## src/rtl/nn_report_pkg.sv

```systemverilog
// Shared constants, serializer state encoding and result decode helpers
// for the inference-result reporting path.
package nn_report_pkg;

  localparam logic [7:0] CH_ZERO  = 8'h30;
  localparam logic [7:0] CH_QMARK = 8'h3F;
  localparam logic [7:0] CH_CR    = 8'h0D;
  localparam logic [7:0] CH_LF    = 8'h0A;

  typedef enum logic [1:0] {
    ST_IDLE  = 2'd0,
    ST_START = 2'd1,
    ST_DATA  = 2'd2,
    ST_STOP  = 2'd3
  } tx_state_t;

  // Classes beyond 9 are not valid digits; report them as '?'.
  function automatic logic [7:0] digit_ascii(input logic [3:0] idx);
    return (idx <= 4'd9) ? CH_ZERO + {4'd0, idx} : CH_QMARK;
  endfunction

  // Active-low segments, bit order gfedcba; non-digits show a dash.
  function automatic logic [6:0] seg7_n(input logic [3:0] idx);
    logic [6:0] seg;
    case (idx)
      4'd0:    seg = 7'h40;
      4'd1:    seg = 7'h79;
      4'd2:    seg = 7'h24;
      4'd3:    seg = 7'h30;
      4'd4:    seg = 7'h19;
      4'd5:    seg = 7'h12;
      4'd6:    seg = 7'h02;
      4'd7:    seg = 7'h78;
      4'd8:    seg = 7'h00;
      4'd9:    seg = 7'h10;
      default: seg = 7'h3F;
    endcase
    return seg;
  endfunction

endpackage

```

## src/rtl/uart_tx_byte.sv

```systemverilog
// 8N1 serializer for one byte. o_done is combinational in the last stop-bit
// cycle so the caller can chain the next byte with no idle gap.
module uart_tx_byte
  import nn_report_pkg::*;
#(
  parameter int CLKS_PER_BIT = 5209
) (
  input  logic       clk,
  input  logic       resetn,
  input  logic       i_start,
  input  logic [7:0] i_byte,
  output logic       o_serial,
  output logic       o_done
);

  localparam int TW = (CLKS_PER_BIT > 1) ? $clog2(CLKS_PER_BIT) : 1;
  localparam logic [TW-1:0] TMAX = TW'(CLKS_PER_BIT - 1);

  tx_state_t      state, state_n;
  logic [TW-1:0]  tmr, tmr_n;
  logic [2:0]     bit_idx, bit_n;
  logic [7:0]     data, data_n;
  logic           serial, serial_n;
  logic           tick;

  assign tick     = (tmr == TMAX);
  assign o_serial = serial;

  always_ff @(posedge clk) begin
    if (!resetn) begin
      state   <= ST_IDLE;
      tmr     <= '0;
      bit_idx <= '0;
      data    <= '0;
      serial  <= 1'b1;
    end else begin
      state   <= state_n;
      tmr     <= tmr_n;
      bit_idx <= bit_n;
      data    <= data_n;
      serial  <= serial_n;
    end
  end

  always_comb begin
    state_n  = state;
    tmr_n    = tmr;
    bit_n    = bit_idx;
    data_n   = data;
    serial_n = serial;
    o_done   = 1'b0;
    unique case (state)
      ST_IDLE: begin
        serial_n = 1'b1;
        if (i_start) begin
          state_n  = ST_START;
          serial_n = 1'b0;
          data_n   = i_byte;
          tmr_n    = '0;
        end
      end
      ST_START: begin
        tmr_n = tick ? '0 : tmr + TW'(1);
        if (tick) begin
          state_n  = ST_DATA;
          bit_n    = 3'd0;
          serial_n = data[0];
        end
      end
      ST_DATA: begin
        tmr_n = tick ? '0 : tmr + TW'(1);
        if (tick) begin
          if (bit_idx == 3'd7) begin
            state_n  = ST_STOP;
            serial_n = 1'b1;
          end else begin
            bit_n    = bit_idx + 3'd1;
            serial_n = data[bit_idx + 3'd1];
          end
        end
      end
      ST_STOP: begin
        tmr_n = tick ? '0 : tmr + TW'(1);
        if (tick) begin
          o_done = 1'b1;
          // Chained byte: start bit begins on the same edge the stop bit ends.
          if (i_start) begin
            state_n  = ST_START;
            serial_n = 1'b0;
            data_n   = i_byte;
          end else begin
            state_n = ST_IDLE;
          end
        end
      end
      default: state_n = ST_IDLE;
    endcase
  end

endmodule

```

## src/rtl/nn_result_uart_tx.sv

```systemverilog
// Reports the network's argmax class over UART TX as an ASCII digit plus
// optional CR LF. Optional 7-segment display output under RESULT_HEX7SEG_EN.
module nn_result_uart_tx
  import nn_report_pkg::*;
#(
  parameter int CLKS_PER_BIT = 5209,
  parameter bit SEND_CRLF    = 1'b1
) (
  input  logic       clk,
  input  logic       resetn,
  input  logic       i_result_valid,
  input  logic [3:0] i_result_index,
  output logic       o_tx_serial,
  output logic       o_busy,
  output logic       o_sent,
  output logic       o_overrun
`ifdef RESULT_HEX7SEG_EN
  , output logic [6:0] o_hex_n
`endif
);

  localparam logic [1:0] LAST = SEND_CRLF ? 2'd2 : 2'd0;

  logic       accept, tx_start, tx_done;
  logic [7:0] tx_byte;
  logic [1:0] byte_idx;

  // o_busy stays high through the final stop-bit cycle, so a valid there counts as overrun.
  assign accept   = i_result_valid && !o_busy;
  assign tx_start = accept || (tx_done && byte_idx != LAST);
  assign tx_byte  = accept            ? digit_ascii(i_result_index) :
                    (byte_idx == 2'd0) ? CH_CR : CH_LF;

  uart_tx_byte #(.CLKS_PER_BIT(CLKS_PER_BIT)) u_tx (
    .clk      (clk),
    .resetn   (resetn),
    .i_start  (tx_start),
    .i_byte   (tx_byte),
    .o_serial (o_tx_serial),
    .o_done   (tx_done)
  );

  always_ff @(posedge clk) begin
    if (!resetn) begin
      o_busy    <= 1'b0;
      o_sent    <= 1'b0;
      o_overrun <= 1'b0;
      byte_idx  <= '0;
    end else begin
      o_sent <= 1'b0;
      if (accept) begin
        o_busy   <= 1'b1;
        byte_idx <= '0;
      end else if (tx_done) begin
        if (byte_idx == LAST) begin
          o_busy   <= 1'b0;
          o_sent   <= 1'b1;
          byte_idx <= '0;
        end else begin
          byte_idx <= byte_idx + 2'd1;
        end
      end
      if (i_result_valid && o_busy)
        o_overrun <= 1'b1;
    end
  end

`ifdef RESULT_HEX7SEG_EN
  always_ff @(posedge clk) begin
    if (!resetn)     o_hex_n <= 7'h7F;
    else if (accept) o_hex_n <= seg7_n(i_result_index);
  end
`endif

endmodule

```

## config.mk

```make
export PLATFORM = sky130hd
export DESIGN_NAME = nn_result_uart_tx
export DESIGN_NICKNAME = d
export VERILOG_FILES = /design/src/rtl/nn_report_pkg.sv /design/src/rtl/uart_tx_byte.sv /design/src/rtl/nn_result_uart_tx.sv
export SDC_FILE = /design/constraint.sdc
export NUM_CORES = 1
export LEC_CHECK = 0
export ABC_AREA = 1
export BUFFER_PORTS_ARGS = -buffer_cell sky130_fd_sc_hd__buf_4
export CELL_PAD_IN_SITES_DETAIL_PLACEMENT = 2
export CELL_PAD_IN_SITES_GLOBAL_PLACEMENT = 2
export CORE_MARGIN = 3
export CORE_UTILIZATION = 35
export CTS_BUF_LIST = sky130_fd_sc_hd__clkbuf_2 sky130_fd_sc_hd__clkbuf_4 sky130_fd_sc_hd__clkbuf_8
export DETAILED_ROUTE_END_ITERATION = 7
export GPL_TIMING_DRIVEN = 0
export PLACE_DENSITY_LB_ADDON = 0.2
export SLEW_MARGIN = 20
export SYNTH_ARGS = -nofsm -noshare
export SYNTH_HDL_FRONTEND = slang
export SYNTH_HIERARCHICAL = 1
export SYNTH_SLANG_ARGS = --single-unit
```

## constraint.sdc

```tcl
create_clock -name clk -period 2.7 [get_ports clk]
set_input_delay 0.54 -clock clk [delete_from_list [all_inputs] [get_ports clk]]
set_output_delay 0.54 -clock clk [all_outputs]
set_load 0.02 [all_outputs]
```

==> out/qor.txt <==
First-pass DRT Iterations: 4
Port-buffer cells: 10
Clock latency on the worst-skew pair: 0.30 ns
Crit path max-delay family: simple AND/OR/NAND/NOR gates
CTS root buf: clkbuf_8
Post-CTS Hold Buffers: 0
Syn Area/Cell: 6.70 sq um
Wire per inst: 17.1 um
Worst-Margin Slew: 0.567 ns
Worst path max stage delay: 0.33 ns
Synth top area share: 33.9%
Die area: 6320 sq um
Kind of end point of the critical path: register
# IOs: 11
Clock Skews: 0.0198 ns
Minimum clock period: 2.49 ns
GRT Util Overall: 20.5%
Flop and latch count out of synthesis: 32
Maximum vdd ir drop: 0.000263 V
Die extent in y: 79.5 um
Hold Startpoint: u_tx/o_serial
H-tree Lvls: 2
Flop2flop setup slack: 0.21 ns
Setup-failing EPs final: 0
First-pass GRT wire length: 10,200 um
Post-DP HPWL: 4070 um
FF-to-FF Start: u_tx/tmr[0]
Initial Util: 36.5%
CP cell instances: inv_1, ha_1, nand2_1, nor3_4, nand3_4, buf_6, nor2_4, o21ai_0, nand2_1, inv_1, a21oi_4, a21boi_4, nor2_1, nor2_1
Cts bufs inserted: 5
Register area share after synthesis: 33.9%
DP Worst Slack: -0.260 ns
Power per cell area: 792 nW/um^2
Largest cells by area after synthesis: dfxtp_1, nand2_1, nand3_1
CP required: 2.92 ns
Endpoints failing hold: 0
Period Utilization, post-route: 92.4%
Count of different cell masters after synthesis: 29
Worst rel slew slack: 62.2%
Worst Setup Start Kind: register
Reg clk slew, reported paths: 0.07 ns
Hold path endpoint: u_tx/o_serial
Fmax: 401 MHz
TritonCTS clock tree: built
Area of the mapped netlist: 1890 sq um
Layout area overhead: 18.2%
Leading area contributor after synthesis: dfxtp_1
Post-DRT Antenna Nets: 0
Min-Delay Path Class: reg -> reg
Total core area: 5170 sq um
Largest net degree at the start of global routing: 11
Number of global-route vias before repair: 2,083
Clock sink total: 32
Status: complete, no violations
Worst hold path stage count: 2
Grt ovf: 0
Worst r2r dst: u_tx/data[0]
Max FO, Critical Path: 10
Buffers & Inverters on Critical Path: 3
DR vias: 1,957
Leak: 0.878 nW
Max-cap viol count: 0
FP Rows: 26
Crit path DAT: 2.72 ns
Drt initial violations: 121
Diodes inserted: 0
Placer Congestion: 0.764
Initial antenna violation count: 0
R2R depth: 14
Proportion of layout cells with a drive suffix above 1: 12.8%
CP max stage cell: dfxtp_1
Nets@finish: 319
Mapped Cells: 282
WS Path Type: reg -> reg
Hold_ws: 0.479 ns
RSZ-0062 raised after global routing: false
Number of vias per cell: 5.23
Die Span X: 79.5 um
Final WL: 6400 um
Pins over their slew limit: 0
Final WS setup: 0.206 ns
Fillers: 627
Post-route core utilization: 43.2%
Clk buf depth: 2
Final routed DRC violation total: 0
Synth warnings: 6
Total power: 1.77 mW
==> metrics by stage <==
step                TNS (ns)  area, sq um  std cells
finish                     0         2230        374
detailed placement     -2.26         2060        363
floorplan                  0         1890        283
global route               0         2230        374
CTS                        0         2210        372
global placement      -0.839         2060        363
==> logic make-up after synthesis <==
family | count (synthesis) | synth area share (%)
other | 1 | 0.198
DFF | 32 | 33.9
and+or+nand+nor | 159 | 38.3
adders and majority gates | 9 | 5.96
AOI/OAI and AO/OA | 44 | 14.0
buffers and inverters | 37 | 7.55
==> worst reg2reg max path: cells and delay by family, from the launching register on <==
kind / cells / cell delay, ns
compound gates: 3 / 0.58
fa+ha+maj: 1 / 0.16
buf+inv: 3 / 0.38
flops: 1 / 0.33
simple gates: 7 / 1.00
==> Yosys cell counts <==
library cell	instances
nand2_1	75
dfxtp_1	32
nor2_1	30
inv_1	29
nand3_1	27
a21oi_1	24
o21ai_0	11
ha_1	9
nand3b_1	9
nand4_1	9
inv_2	3
o21bai_1	3
buf_1	2
clkbuf_1	2
nand2_2	2
nand3_2	2
a21boi_2	1
a21boi_4	1
a21oi_2	1
a21oi_4	1
buf_4	1
conb_1	1
nand2_4	1
nor2_2	1
nor3_1	1
nor3_2	1
o211ai_1	1
o21ai_1	1
or2_1	1
==> report_power, final <==
group	leakage (nW)	switching (mW)	internal, mW	total [mW]
Combinational	0.552	0.442	0.208	0.650
Sequential	0.261	0.0568	0.534	0.591
Clock	0.0645	0.202	0.326	0.528
Total	0.878	0.701	1.07	1.77
==> state kept, by name, summed over array words and instances (netlist names) <==
signal,cells
byte_idx,2
o_busy,1
o_overrun,1
o_sent,1
u_tx/bit_idx,3
u_tx/data,8
u_tx/o_serial,1
u_tx/state,2
u_tx/tmr,13
==> routing by layer <==
| layer | GRT usage [%] | share of wire [%] |
|---|---|---|
| met1 | 26.8 | 46 |
| met2 | 34.3 | 50 |
| met3 | 3.84 | 2.3 |
| met4 | 5.84 | 1.1 |
| met5 | 0 | 0 |
==> worst max path at each step <==
stage	depth (start not counted)	endpoint	startpoint	slack, ns
3_3_place_gp	14	u_tx/data[7]	u_tx/tmr[0]	-0.11
4_1_cts	13	u_tx/tmr[12]	u_tx/tmr[0]	0.005
2_1_floorplan	14	u_tx/data[0]	u_tx/tmr[0]	0.43
3_5_place_dp	14	u_tx/data[6]	u_tx/tmr[0]	-0.26
5_1_grt	14	u_tx/data[0]	u_tx/tmr[0]	0.002
6_report	14	u_tx/data[0]	u_tx/tmr[0]	0.21
==> final cells by class <==
| cell class | instances | area, sq um | area share [%] |
|---|---|---|---|
| multi-input combinational | 214 | 1130 | 50.8 |
| sequential | 32 | 641 | 28.7 |
| inverter | 32 | 120 | 5.38 |
| timing repair buffer | 13 | 97.6 | 4.37 |
| clock buffer | 7 | 96.3 | 4.31 |
| tap | 70 | 87.6 | 3.92 |
| clock inverter | 1 | 30.0 | 1.34 |
| buffer | 5 | 27.5 | 1.23 |
==> cells in the final DEF (no fill, tap or decap), types with 2 or more instances in the layout <==
cell / instances
a21oi_1: 24
buf_1: 2
buf_4: 13
clkbuf_8: 7
conb_1: 2
dfxtp_1: 32
ha_1: 9
inv_1: 29
inv_2: 3
nand2_1: 75
nand2_2: 2
nand3_1: 27
nand3b_1: 9
nand4_1: 9
nor2_1: 28
nor2_2: 2
o21ai_0: 11
o21bai_1: 3
==> what timing repair did <==
item                                    in CTS  in global routing
setup buffers                                1                  2
pin swaps                                    0                  3
gates resized for setup                      3                  6
endpoints found under the setup margin      18                 21
Note: power is estimated with default switching activity, not from simulation.
